<file path="config.mk">
export PLATFORM = sky130hd
export DESIGN_NAME = pipe_hazard_ctrl
export DESIGN_NICKNAME = d
export VERILOG_FILES = /design/src/rtl/pipe_hazard_ctrl_pkg.sv /design/src/rtl/pipe_hazard_ctrl_sb_counter.sv /design/src/rtl/pipe_hazard_ctrl.sv
export SDC_FILE = /design/constraint.sdc
export NUM_CORES = 1
export LEC_CHECK = 0
export CAP_MARGIN = 10
export CORE_MARGIN = 2
export CORE_UTILIZATION = 29
export CTS_CLUSTER_DIAMETER = 80
export DETAILED_ROUTE_END_ITERATION = 6
export PLACE_DENSITY_LB_ADDON = 0.1
export SETUP_SLACK_MARGIN = 0.2
export SKIP_LAST_GASP = 1
export SLEW_MARGIN = 20
export SYNTH_ARGS = -nofsm -noshare
export SYNTH_HDL_FRONTEND = slang
export SYNTH_SLANG_ARGS = --single-unit
</file>
<file path="constraint.sdc">
create_clock -name clk -period 3.5 [get_ports clk]
set_clock_uncertainty 0.15 [all_clocks]
set_input_delay 0.525 -clock clk [delete_from_list [all_inputs] [get_ports clk]]
set_output_delay 0.525 -clock clk [all_outputs]
set_load 0.02 [all_outputs]
</file>
<file path="src/rtl/pipe_hazard_ctrl_pkg.sv">
// Shared definitions for the LC-3b decode/issue hazard controller:
// branch-shadow FSM encoding, register-id width and default sizing.
package pipe_hazard_ctrl_pkg;

    localparam int REG_ID_W  = 3;
    localparam int NREG_DEF  = 8;
    localparam int CNT_W_DEF = 2;

    typedef enum logic {
        RUN     = 1'b0,
        BR_WAIT = 1'b1
    } brState_t;

endpackage

</file>
<file path="src/rtl/pipe_hazard_ctrl_sb_counter.sv">
// Pending-write counter for one scoreboard entry: increments on issue, decrements on retire,
// saturates at both ends and flags a retire that arrives with nothing pending.
module sb_counter #(
    parameter int CNT_W = 2
) (
    input  logic             clk,
    input  logic             reset_n,
    input  logic             i_inc,
    input  logic             i_dec,
    output logic [CNT_W-1:0] o_cnt,
    output logic             o_underflow
);

    localparam logic [CNT_W-1:0] CNT_MAX = '1;

    logic [CNT_W-1:0] r_cnt;

    // A simultaneous issue and retire of the same entry leaves the count unchanged.
    always_ff @(posedge clk or negedge reset_n) begin
        if (!reset_n) begin
            r_cnt <= '0;
        end else if (i_inc && !i_dec && (r_cnt != CNT_MAX)) begin
            r_cnt <= r_cnt + CNT_W'(1);
        end else if (i_dec && !i_inc && (r_cnt != '0)) begin
            r_cnt <= r_cnt - CNT_W'(1);
        end
    end

    assign o_cnt       = r_cnt;
    assign o_underflow = i_dec && (r_cnt == '0);

endmodule

</file>
<file path="src/rtl/pipe_hazard_ctrl.sv">
// Decode/issue sequencing: registered pending-write scoreboard, branch-shadow FSM and FE/DE/AGEX
// latch control. Defining PIPE_WB_BYPASS_EN lets a same-cycle final retire clear a source hit.
module pipe_hazard_ctrl
    import pipe_hazard_ctrl_pkg::*;
#(
    parameter int NREG  = NREG_DEF,
    parameter int CNT_W = CNT_W_DEF
) (
    input  logic                clk,
    input  logic                reset_n,
    input  logic                de_v,
    input  logic [REG_ID_W-1:0] de_sr1,
    input  logic [REG_ID_W-1:0] de_sr2,
    input  logic                de_sr1_needed,
    input  logic                de_sr2_needed,
    input  logic [REG_ID_W-1:0] de_dr,
    input  logic                de_ld_reg,
    input  logic                de_ld_cc,
    input  logic                de_br_op,
    input  logic                de_br_stall,
    input  logic                br_resolve,
    input  logic                mem_stall,
    input  logic                icache_stall,
    input  logic                sr_v,
    input  logic                sr_ld_reg,
    input  logic                sr_ld_cc,
    input  logic [REG_ID_W-1:0] sr_drid,
    output logic                dep_stall,
    output logic                agex_v,
    output logic                ld_agex,
    output logic                ld_de,
    output logic                ld_pc,
    output logic                de_next_v,
    output logic                br_wait,
    output logic [NREG-1:0]     pend_mask,
    output logic                sb_err
);

    localparam logic [CNT_W-1:0] CNT_MAX = '1;
    localparam logic [CNT_W-1:0] CNT_ONE = CNT_W'(1);

    logic [CNT_W-1:0] w_regCnt [NREG];
    logic [NREG-1:0]  w_regInc, w_regDec, w_regUf;
    logic [CNT_W-1:0] w_ccCnt;
    logic             w_ccUf;
    logic             w_issue, w_retire, w_retireCc, w_brBlock, w_errSet;
    logic             w_sr1Hit, w_sr2Hit, w_ccHit, w_satHit;
    brState_t         r_state, w_nextState;
    logic             r_sbErr;

    assign w_retire   = sr_v & sr_ld_reg;
    assign w_retireCc = sr_v & sr_ld_cc;

    for (genvar g = 0; g < NREG; g++) begin : gRegCnt
        sb_counter #(.CNT_W(CNT_W)) uCnt (
            .clk(clk), .reset_n(reset_n), .i_inc(w_regInc[g]), .i_dec(w_regDec[g]),
            .o_cnt(w_regCnt[g]), .o_underflow(w_regUf[g])
        );
    end

    sb_counter #(.CNT_W(CNT_W)) uCcCnt (
        .clk(clk), .reset_n(reset_n), .i_inc(w_issue & de_ld_cc), .i_dec(w_retireCc),
        .o_cnt(w_ccCnt), .o_underflow(w_ccUf)
    );

    always_comb begin
        w_sr1Hit = de_sr1_needed && (w_regCnt[de_sr1] != '0);
        w_sr2Hit = de_sr2_needed && (w_regCnt[de_sr2] != '0);
        w_ccHit  = de_br_op && (w_ccCnt != '0);
        w_satHit = de_ld_reg && (w_regCnt[de_dr] == CNT_MAX);
`ifdef PIPE_WB_BYPASS_EN
        // The register file writes mid-cycle, so the last outstanding write can be read now.
        if (w_retire && (sr_drid == de_sr1) && (w_regCnt[de_sr1] == CNT_ONE)) w_sr1Hit = 1'b0;
        if (w_retire && (sr_drid == de_sr2) && (w_regCnt[de_sr2] == CNT_ONE)) w_sr2Hit = 1'b0;
        if (w_retireCc && (w_ccCnt == CNT_ONE)) w_ccHit = 1'b0;
`endif
    end

    assign dep_stall = de_v & (w_sr1Hit | w_sr2Hit | w_ccHit | w_satHit);
    assign w_issue   = de_v & ~dep_stall & ~mem_stall;

    always_comb begin
        for (int i = 0; i < NREG; i++) begin
            w_regInc[i] = w_issue && de_ld_reg && (de_dr == REG_ID_W'(i));
            w_regDec[i] = w_retire && (sr_drid == REG_ID_W'(i));
            pend_mask[i] = (w_regCnt[i] != '0);
        end
    end

    always_ff @(posedge clk or negedge reset_n) begin
        if (!reset_n) begin
            r_state <= RUN;
        end else begin
            r_state <= w_nextState;
        end
    end

    // A branch issuing in the same cycle as an older one resolves keeps fetch blocked.
    always_comb begin
        w_nextState = r_state;
        case (r_state)
            RUN:     if (w_issue && de_br_stall) w_nextState = BR_WAIT;
            BR_WAIT: if (!(w_issue && de_br_stall) && br_resolve) w_nextState = RUN;
        endcase
    end

    always_comb begin
        br_wait   = (r_state == BR_WAIT);
        w_brBlock = br_wait | (w_issue & de_br_stall);
        ld_agex   = ~mem_stall;
        agex_v    = w_issue;
        ld_de     = ~mem_stall & ~dep_stall;
        ld_pc     = ld_de & ~icache_stall & ~w_brBlock;
        de_next_v = ~icache_stall & ~w_brBlock;
    end

    assign w_errSet = (|w_regUf) | w_ccUf | (br_resolve & (r_state == RUN));

    always_ff @(posedge clk or negedge reset_n) begin
        if (!reset_n) begin
            r_sbErr <= 1'b0;
        end else if (w_errSet) begin
            r_sbErr <= 1'b1;
        end
    end

    assign sb_err = r_sbErr;

endmodule

</file>
[Word-level counts from Yosys, hierarchy flattened]
Index checks and enable logic that the tools add are counted.
Word-level totals
  register bits: 20
  input port bits: 27
  output and inout port bits: 16
  word-level logic and storage cells: 231
Operators by class
  $add $sub $neg: 18
  magnitude comparators: 3
  eq/ne operators: 24
  muxes and demuxes: 30
  bitwise logic cells: 26
  reduce and logical (&&, ||, !) cells: 119
Operator list (number)
  $logic_and A1 B1 Y1: 68
  $mux W2: 24
  $reduce_bool A2 Y1: 20
  $eq A3 B3 Y1 const B: 8
  $logic_not A1 Y1: 19
  $add A2 B1 Y2 const B: 9
  $bmux W2 S3: 3
  $logic_not A2 Y1: 9
  $ne A2 B2 Y1 const B: 9
  $sub A2 B1 Y2 const B: 9
  $and A1 B1 Y1: 12
  $eq A3 B2 Y1 const B: 4
  $ge A4 B4 Y1 const B: 3
  $not A3 Y4: 3
  $reduce_or A8 Y1: 1
  $eq A3 B1 Y1 const B: 2
  $logic_not A3 Y1: 2
  $or A1 B1 Y1: 6
  $not A1 Y1: 5
  $eq A2 B2 Y1 const B: 1
  $mux W1: 2
  $pmux W1 S2: 1

[Longest topological paths before layout]
Gate-level depths: netlist of run 1.
  depth after elaboration: 20
  mapped depth: 9
  mapped depth without buffers: 8

[Cells and area by module]
From an unflattened synthesis of run 1, not the netlist that was laid out.
Unflattened totals
  cells, all modules: 222
  area, all modules: 1826.8 um2
By module, submodules not included
  sb_counter: instances 9, cells an instance 13, area an instance 121.4 um2
  pipe_hazard_ctrl: instances 1, cells an instance 105, area an instance 734.5 um2

[Worst setup path after synthesis of run 1]
OpenSTA, ideal clock, no wires.
  path kind: register -> output
  start: reg gRegCnt[2].uCnt.r_cnt[0]
  end: out ld_pc
  arrival time: 2.520 ns
  required time: 2.825 ns
  setup slack: 0.305 ns
  cell stages (with the launch flop): 8
  path through: dfrtp_1 -> or2_1 -> mux4_2 -> nand3b_1 -> and4_1 -> nand2_1 -> o21ai_0 -> nor4b_1
Between the ends
  longest elaborated chain between the ends: 16
RTL lines
  start: declaration: RTL line pipe_hazard_ctrl_sb_counter.sv:16  | logic [CNT_W-1:0] r_cnt;
  start signal: assignment: RTL line pipe_hazard_ctrl_sb_counter.sv:23  | r_cnt <= r_cnt + CNT_W'(1);
  start signal: assignment: RTL line pipe_hazard_ctrl_sb_counter.sv:25  | r_cnt <= r_cnt - CNT_W'(1);
  $bmux W2 S3, on equally long branches: RTL line pipe_hazard_ctrl.sv:67, pipe_hazard_ctrl.sv:68
  $mux W2, on equally long branches (2 in series): RTL line pipe_hazard_ctrl.sv:67, pipe_hazard_ctrl.sv:68
  $reduce_bool A2 Y1, on equally long branches: RTL line pipe_hazard_ctrl.sv:67, pipe_hazard_ctrl.sv:68
  $logic_and A1 B1 Y1, on equally long branches: RTL line pipe_hazard_ctrl.sv:67, pipe_hazard_ctrl.sv:68
  $or A1 B1 Y1 (2 in series): RTL line pipe_hazard_ctrl.sv:79  | assign dep_stall = de_v & (w_sr1Hit | w_sr2Hit | w_ccHit | w_satHit);
  $or A1 B1 Y1 *: RTL line pipe_hazard_ctrl.sv:79
  $and A1 B1 Y1 *: RTL line pipe_hazard_ctrl.sv:79
  $not A1 Y1 *: RTL line pipe_hazard_ctrl.sv:80, pipe_hazard_ctrl.sv:112
  $and A1 B1 Y1 (2 in series): RTL line pipe_hazard_ctrl.sv:80  | assign w_issue = de_v & ~dep_stall & ~mem_stall;
  $and A1 B1 Y1: RTL line pipe_hazard_ctrl.sv:109  | w_brBlock = br_wait | (w_issue & de_br_stall);
  $or A1 B1 Y1: RTL line pipe_hazard_ctrl.sv:109
  $not A1 Y1: RTL line pipe_hazard_ctrl.sv:113  | ld_pc = ld_de & ~icache_stall & ~w_brBlock;
  $and A1 B1 Y1 *: RTL line pipe_hazard_ctrl.sv:113
  end: declaration: RTL line pipe_hazard_ctrl.sv:32  | output logic ld_pc,
Every way passes the cells marked *; elsewhere a longest branch is shown, timed or not. The select of a mux whose other input is x is not followed.

[Worst setup path in the final report of run 1]
  start: in de_sr2[0]
  end: out ld_pc
Between the ends
  longest elaborated chain between the ends: 17
RTL lines
  start: declaration: RTL line pipe_hazard_ctrl.sv:13  | input logic [REG_ID_W-1:0] de_sr2,
  $not A3 Y4 (implied by the code) *: RTL line pipe_hazard_ctrl.sv:68  | w_sr2Hit = de_sr2_needed && (w_regCnt[de_sr2] != '0);
  $bmux W2 S3 *: RTL line pipe_hazard_ctrl.sv:68
  $mux W2 (implied by the code) * (2 in series): RTL line pipe_hazard_ctrl.sv:68
  $reduce_bool A2 Y1 *: RTL line pipe_hazard_ctrl.sv:68
  $logic_and A1 B1 Y1 *: RTL line pipe_hazard_ctrl.sv:68
  $or A1 B1 Y1 * (3 in series): RTL line pipe_hazard_ctrl.sv:79
  $and A1 B1 Y1 *: RTL line pipe_hazard_ctrl.sv:79
  $not A1 Y1 *: RTL line pipe_hazard_ctrl.sv:80, pipe_hazard_ctrl.sv:112
  $and A1 B1 Y1 (2 in series): RTL line pipe_hazard_ctrl.sv:80
  $and A1 B1 Y1: RTL line pipe_hazard_ctrl.sv:109
  $or A1 B1 Y1: RTL line pipe_hazard_ctrl.sv:109
  $not A1 Y1: RTL line pipe_hazard_ctrl.sv:113
  $and A1 B1 Y1 *: RTL line pipe_hazard_ctrl.sv:113
Marked as above.

==> results summary, run 1 <==
Detailed placement ended at an HPWL of around 4700 µm. The total inserted antenna cells came out at 0. The synthesized design spends more area on one cell type than any other, namely dfrtp_1. The layout overhead on the synthesized area is 46.0%.

The latest clock arrival within the worst-skew pair came out at around 270 ps. The antenna violation net count after detailed routing is 0. Setup violations remaining at the end of the flow were counted as 0. The die extent in x came out at 82.9 µm.

The leakage power of the design came out at 1.18 nW. The category of the critical setup timing path is input pin to output pin. Max-cap violations in this run came to 0. The area of the core region is 0.00596 mm².

For this run, design rule violations remaining after detail routing come to 0. The starting utilization of the core area came out at 30.3%. The most used flip-flop cell after synthesis is dfrtp_1. Row generation in the floorplan step produced 28 rows.

The post-synthesis instance total came out at 233. In this run the worst path has a maximum fanout of 4. The number of synthesis warnings is 0. The final weighted congestion of routability-driven global placement is 0.892.

The overall die area came out at 0.00687 mm². By area the synthesized netlist is led by dfrtp_1, nand2_1, nor2_1. The height of the chip is 82.9 µm. After global routing the overflow that remains totals 0. The final critical-path share of the clock period is 93.2%. For this run, the top clock speed supported by timing is 307 MHz. The number of max-slew violations in the final report was 0. The clock-pin slew reported for the worst setup and hold paths after clock tree synthesis is approximately 90 ps. Global routing consumed, over all layers together, 16.7% of the routing resources.

The actual slew at the worst max-slew pin came out at about 560 ps. After the first detailed-routing iteration, the DRC count stood at ~100. Counting instances in the post-synthesis netlist gives the leading cell types as nand2_1, nor2_1, dfrtp_1. The netlist area before placement is 0.00180 mm². The average vias per placed instance is 5.23. The synthesized design contains 20 register bits. The data required time at the worst endpoint came out at 2820 ps. STA classifies the critical path startpoint as an input pin.

The routed layout has around 2000 vias. The share of Yosys cell area claimed by the top area cell type is 27.7%. Once placement completed, the tool counted placed cells totaling 381.

The largest net degree at the start of global routing is 21. TritonCTS built the clock tree. The number of nets in the synthesized netlist came out at 260. The first global-routing pass estimated about 9400 µm of wire. The number of antenna violations at the first check in global routing is 0. The detailed-router iteration count before antenna repair is 4. The final wirelength came out at 5800 µm.

The worst max-slew margin expressed relative to the limit is 62.3%. The total CTS buffers came out at 3. The tree is rooted in a clkbuf_8. The register-to-register setup slack is 400 ps. The terminus of the critical flop-to-flop path is gRegCnt[3].uCnt.o_cnt[0]. The number of top-level pins came out at 43. The H-tree depth came out at 1.

The endpoint arrival time on the critical path came out at 2590 ps. In this run the critical register-to-register path is launched from gRegCnt[6].uCnt.o_cnt[1]. The number of standard cells in the final layout excluding fillers came out at between 300 and 400. The via count of the first global-routing pass is 1943. The depth of the worst register-to-register path came out at 9. The share of synthesized area occupied by flip-flops and latches came out at approximately 28%. Measured on the finished design, the core utilization comes to 44.2%. The average routed wire per standard cell came out at 15.1 µm. Among all cell types in the netlist, the one instantiated most often is nand2_1. The classification of the worst-slack hold path is input pin to asynchronous set/reset pin. The number of endpoints with negative hold slack in the final report came out at 0. The number of clock sinks is 20. The average instance in the mapped netlist occupies slightly below 8 µm². The final net count came out at 338. During placement, the flow inserted port buffers numbering 42. Counting flops with a built-in enable in the synthesized netlist gives 0.

The fraction of registers with async set/reset is 100%. The number of different library cells in the post-synthesis netlist came out at between 50 and 60. The final period demand of the worst path is ~3300 ps. The number of filler instances in the final layout is 640.

The maximum buffer depth of the clock tree is 2. For this design the ratio of total power to cell area is 344 mW/mm². The worst-case IR drop observed on VDD is 194 µV. On the final layout, the worst hold slack is 54.8 ps. Setup repair after global routing could not meet its margin everywhere. Cells with a size suffix above 1 make up between 20% and 30% of the layout. STA classifies the critical path endpoint as an output pin. The flow ran to the end, and the final reports show no timing, DRC or antenna violations.
[repair_timing]
item / in CTS / in global routing
resized for setup: 11 / 15
hold buffers: 0 / 0
setup buffers: 0 / 0
endpoints found under the setup margin: 5 / 4
pin swaps: 1 / 2
[flip-flops by register name, indices dropped and copies added (netlist names)]
register and flops:
gRegCnt.uCnt.o_cnt 16, sb_err 1, uCcCnt.o_cnt 2, br_wait 1
[how the worst max path moves through the flow]
stage | startpoint | depth (start not counted) | endpoint
after floorplan | gRegCnt[2].uCnt.o_cnt[0] | 7 | ld_pc
after global placement | de_sr2[0] | 8 | ld_pc
after detailed placement | de_sr2[0] | 8 | ld_pc
after CTS | de_sr2[0] | 8 | ld_pc
after global routing | de_sr2[0] | 8 | ld_pc
final | de_sr2[0] | 8 | ld_pc
[cell families (layout without fill, tap and decap cells)]
| kind of cell | count (synthesis) | in the layout | synth area share, % |
|---|---|---|---|
| AO/OA/AOI/OAI | 57 | 57 | 23.0 |
| XOR/XNOR | 2 | 2 | 0.971 |
| buffers and inverters | 17 | 94 | 3.68 |
| flip-flops | 20 | 20 | 27.7 |
| multiplexers | 7 | 7 | 5.69 |
| AND/OR/NAND/NOR | 130 | 130 | 39.0 |
[cells in the final DEF (no fill, tap or decap), drive strengths merged, types with 3 or more instances in the layout]
| cell type | count |
|---|---|
| and2 | 4 |
| o21ai | 18 |
| a21oi | 4 |
| mux2 | 3 |
| or2 | 9 |
| inv | 12 |
| nor3 | 16 |
| nand2b | 6 |
| or3b | 4 |
| o31ai | 3 |
| nand3 | 15 |
| nor2b | 6 |
| or4 | 5 |
| dfrtp | 20 |
| clkdlybuf4s50 | 35 |
| o21bai | 4 |
| clkbuf | 7 |
| nand2 | 27 |
| nor2 | 21 |
| or3 | 4 |
| nor3b | 4 |
| o211ai | 4 |
| buf | 38 |
[layer usage]
metal	track usage [%]	part of all wire, %
met3	2.68	5.9
met2	26.0	44
met5	0	0
met1	23.6	48
met4	5.51	2.1
[cell type report]
class | instances | area, µm² | area share [%]
Timing Repair Buffer | 78 | 667 | 25.3
Sequential cell | 20 | 500 | 19.0
Tap cell | 75 | 93.8 | 3.56
Inverter | 12 | 45.0 | 1.71
Clock buffer | 4 | 55.1 | 2.09
Multi-Input combinational cell | 196 | 1270 | 48.3
[critical path, cell delays in order]
cell	delay, ps
clkdlybuf4s50_1	510
mux4_2	510
nand3b_1	150
and4_1	250
nand2_1	80
o21ai_1	140
nor4b_2	210
clkbuf_2	210
[metrics by stage]
stage	setup slack, ps	area, µm²	setup TNS (ps)	power (W)
floorplan	305	1800	0	0.000507
global placement	-200	2570	-403	0.000716
detailed placement	-226	2570	-502	0.000717
finish	238	2640	0	0.000907
CTS	61.0	2620	0	0.000911
global route	69.6	2640	0	0.000965
[power by group]
part	switching [W]	internal, W	total [W]	leakage (nW)
registers	0.0000280	0.000262	0.000290	0.260
clock network	0.0000920	0.000101	0.000193	0.0288
logic	0.000212	0.000213	0.000425	0.888
total	0.000332	0.000575	0.000907	1.18
(Power assumes the default switching activity.)
==> run 2, diff against run 1 <==
==> constraint.sdc (replaced) <==
create_clock -name clk -period 3.8 [get_ports clk]
set_clock_uncertainty 0.15 [all_clocks]
set_input_delay 0.57 -clock clk [delete_from_list [all_inputs] [get_ports clk]]
set_output_delay 0.57 -clock clk [all_outputs]
set_load 0.02 [all_outputs]
==> run 2 against run 1 <==
Critical path depth rose by 1. Clock-buffer cell count stayed put. Clock power fell by 8%. Global-route usage is 0.34 points lower. Routed wire length decreased by 3.4%. Worst setup slack better by 120 ps. Core utilization down 2.5 points. Via count is 4.3% lower. Highest routed layer unchanged.
==> results summary, run 2 (synthesized netlist as in run 1, its figures left out) <==
The commonest non-fill, non-tap cell in the layout was clkdlybuf4s50_1 (was buf_4). The number of buffer and inverter instances along the worst setup path is 3 (was 2). The final weighted congestion of routability-driven global placement is 0.912 (was 0.892).

Result of the run: completed (unchanged). The number of hold buffers added after CTS was 0 (unchanged). The clock-pin slew reported for the worst setup and hold paths after clock tree synthesis came out at 90 ps (about the same). The overall die area is 0.00687 mm² (unchanged). Cell-by-cell listing of the critical path: clkdlybuf4s50_1 -> or3b_1 -> a21oi_2 -> o31ai_2 -> or2_2 -> nor3_2 -> buf_4 -> a211oi_1 -> dlygate4sd2_1 (was clkdlybuf4s50_1 -> mux4_2 -> nand3b_1 -> and4_1 -> nand2_1 -> o21ai_1 -> nor4b_2 -> clkbuf_2). The terminus of the critical flop-to-flop path is gRegCnt[3].uCnt.o_cnt[0] (unchanged). The register-to-register setup slack came to 650 ps (was 400 ps).

The slowest cell on the critical path was clkdlybuf4s50_1 (unchanged). The endpoint arrival time on the critical path came to 2720 ps (was 2590 ps). The detailed placement HPWL is 4490 µm (was 4700 µm). The classification of the worst-slack hold path was input pin to asynchronous set/reset pin (unchanged). The clock tree from TritonCTS is built (unchanged). The maximum buffer depth of the clock tree came to 2 (unchanged).

The detailed-router iteration count before antenna repair came out at 4 (unchanged). The number of top-level pins is 43 (unchanged). The latest clock arrival within the worst-skew pair is 270 ps (about the same).

The kind of launch point of the worst setup path is an input pin (unchanged). The kind of capture point of the worst setup path is an output pin (unchanged). The total inserted antenna cells was 0 (unchanged).

The fraction of final layout cells sized beyond drive strength 1 came out at 12.8% (was 20.0%). The die extent in x is 82.9 µm (unchanged). The final critical-path share of the clock period is 90.6%.

The overall global routing resource usage came out at 16.4% (was 16.7%). The antenna violation net count after detailed routing is 0 (unchanged). The area of the core region came out at 0.00596 mm² (unchanged). The final period demand of the worst path came out at 3440 ps. The average routed wire per standard cell is 15.3 µm (was 15.1 µm).

The post-CTS repair timing setup buffer count is 0 (unchanged). The residual DRC count came out at 0 (unchanged). The leakage power of the design is 1.08 nW (was 1.18 nW). The maximum ir drop on the vdd rail is 187 µV (was 194 µV). The number of endpoints with negative hold slack in the final report came out at 0 (unchanged). The detailed router's first-iteration violation count is 87 (was 103). The count of input and output buffers is 42 (unchanged).

The starting utilization of the core area is 30.3% (unchanged). The start of the worst register-to-register path is gRegCnt[6].uCnt.o_cnt[0] (was gRegCnt[6].uCnt.o_cnt[1]). The total CTS buffers is 3 (unchanged). The layout overhead on the synthesized area is 37.8% (was 46.0%). The number of antenna violations at the first check in global routing came out at 0 (unchanged). The power per standard cell area is 325 mW/mm² (was 344 mW/mm²). The total power draw came out at 0.000807 W (was 0.000907 W). Most used cells in the layout excluding fill and tap cells: clkdlybuf4s50_1, nand2_1, nor2_1, dfrtp_1 (was buf_4, clkdlybuf4s50_1, nand2_1, nor2_1, dfrtp_1). RSZ-0062 raised after global routing: no (was yes). The largest fanout on the critical path came out at 5 (was 4). The flip-flop count of the largest register, all copies and words added is 16 (unchanged). The maximum single-stage delay on the critical path is 490 ps (was 510 ps). The final net count came to 318 (was 338). The number of max-slew violations in the final report was 0 (unchanged).

The worst max-slew margin expressed relative to the limit is 63.9% (was 62.3%). The via count of the first global-routing pass is 1844 (was 1943). The number of clock sinks was 20 (unchanged).

The actual slew at the worst max-slew pin is 538 ps (was 562 ps). The maximum clock frequency is 291 MHz. The clock tree root buffer cell was clkbuf_8 (unchanged). The final global-route overflow total came out at 0 (unchanged). The top cell family by delay on the critical path is buffers and inverters (unchanged). The number of rows created at floorplan is 28 (unchanged). The H-tree depth is 1 (unchanged). The height of the chip was 82.9 µm (unchanged).

The number of failing setup endpoints in the final timing report came to 0 (unchanged). The depth of the worst register-to-register path is 9 (unchanged). The largest net degree at the start of global routing was 21 (unchanged). The first-pass GRT wire length is 9200 µm (was 9380 µm). The average vias per placed instance came out at 5.28 (was 5.23). The number of max-cap violations is 0 (unchanged). The final hold slack came out at 103 ps (was 54.8 ps). The total vias in the final route came out at 1929 (was 2015).

The data required time at the worst endpoint came out at 3080 ps (was 2820 ps). The final wirelength is 5600 µm (was 5800 µm). The category of the critical setup timing path is input pin to output pin (unchanged).
run 2: report_power, final:
group          internal (W)  switching, W  leakage [nW]  total [W]
Combinational      0.000172      0.000175         0.795   0.000347
Clock             0.0000926     0.0000852        0.0288   0.000178
Sequential         0.000241     0.0000412         0.260   0.000282
run 2: per-layer routing:
metal  vias up  part of all wire (%)  track usage (%)
li1        976                     -                -
met1       908                    51             24.1
met2        43                    44             25.7
met3         2                   4.5             2.09
met4         0                  0.43             3.58
met5         -                     0                0
run 2: cell type report:
cell class / count / area (µm²)
Tap cell: 75 / 93.8
Multi-Input combinational cell: 196 / 1250
Sequential cell: 20 / 500
Timing Repair Buffer: 58 / 542
Fill cell: 640 / 3470
Clock buffer: 4 / 55.1
Inverter: 12 / 45.0
run 2: worst max-delay path by stage:
stage | depth (start not counted) | slack, ps | startpoint | to
after floorplan | 7 | 560 | gRegCnt[2].uCnt.o_cnt[0] | ld_pc
after global placement | 8 | -8 | de_sr2[0] | ld_pc
after detailed placement | 9 | -60 | de_sr2[0] | ld_pc
after CTS | 9 | 250 | de_sr2[0] | ld_pc
after global routing | 9 | 210 | de_sr1[1] | de_next_v
final | 9 | 360 | de_sr1[1] | de_next_v
run 2: worst register-to-register path, cell delays in order, from the launching register on:
cell     delay (ps)
dfrtp_1         460
or2_1           330
mux4_2          500
nand3_1         110
buf_4           110
nand4_1         130
buf_4           180
or4_1           600
o21ai_0         110
or3b_1          350
run 2: through the flow:
step	setup TNS [ps]	cells	setup WS [ps]	utilization (%)	instance area (µm²)
2_1_floorplan	0	233	560	-	1800
3_3_place_gp	-8.41	361	-8.41	40.8	2430
3_5_place_dp	-59.7	361	-59.7	40.8	2430
4_1_cts	0	365	247	41.6	2480
5_1_grt	0	365	211	41.7	2490
6_report	0	365	359	41.7	2490
run 2: timing repair:
item,in CTS,in global routing
hold endpoints to repair,0,0
gates resized for setup,4,8
setup endpoints to repair,4,3
pin swaps,0,1
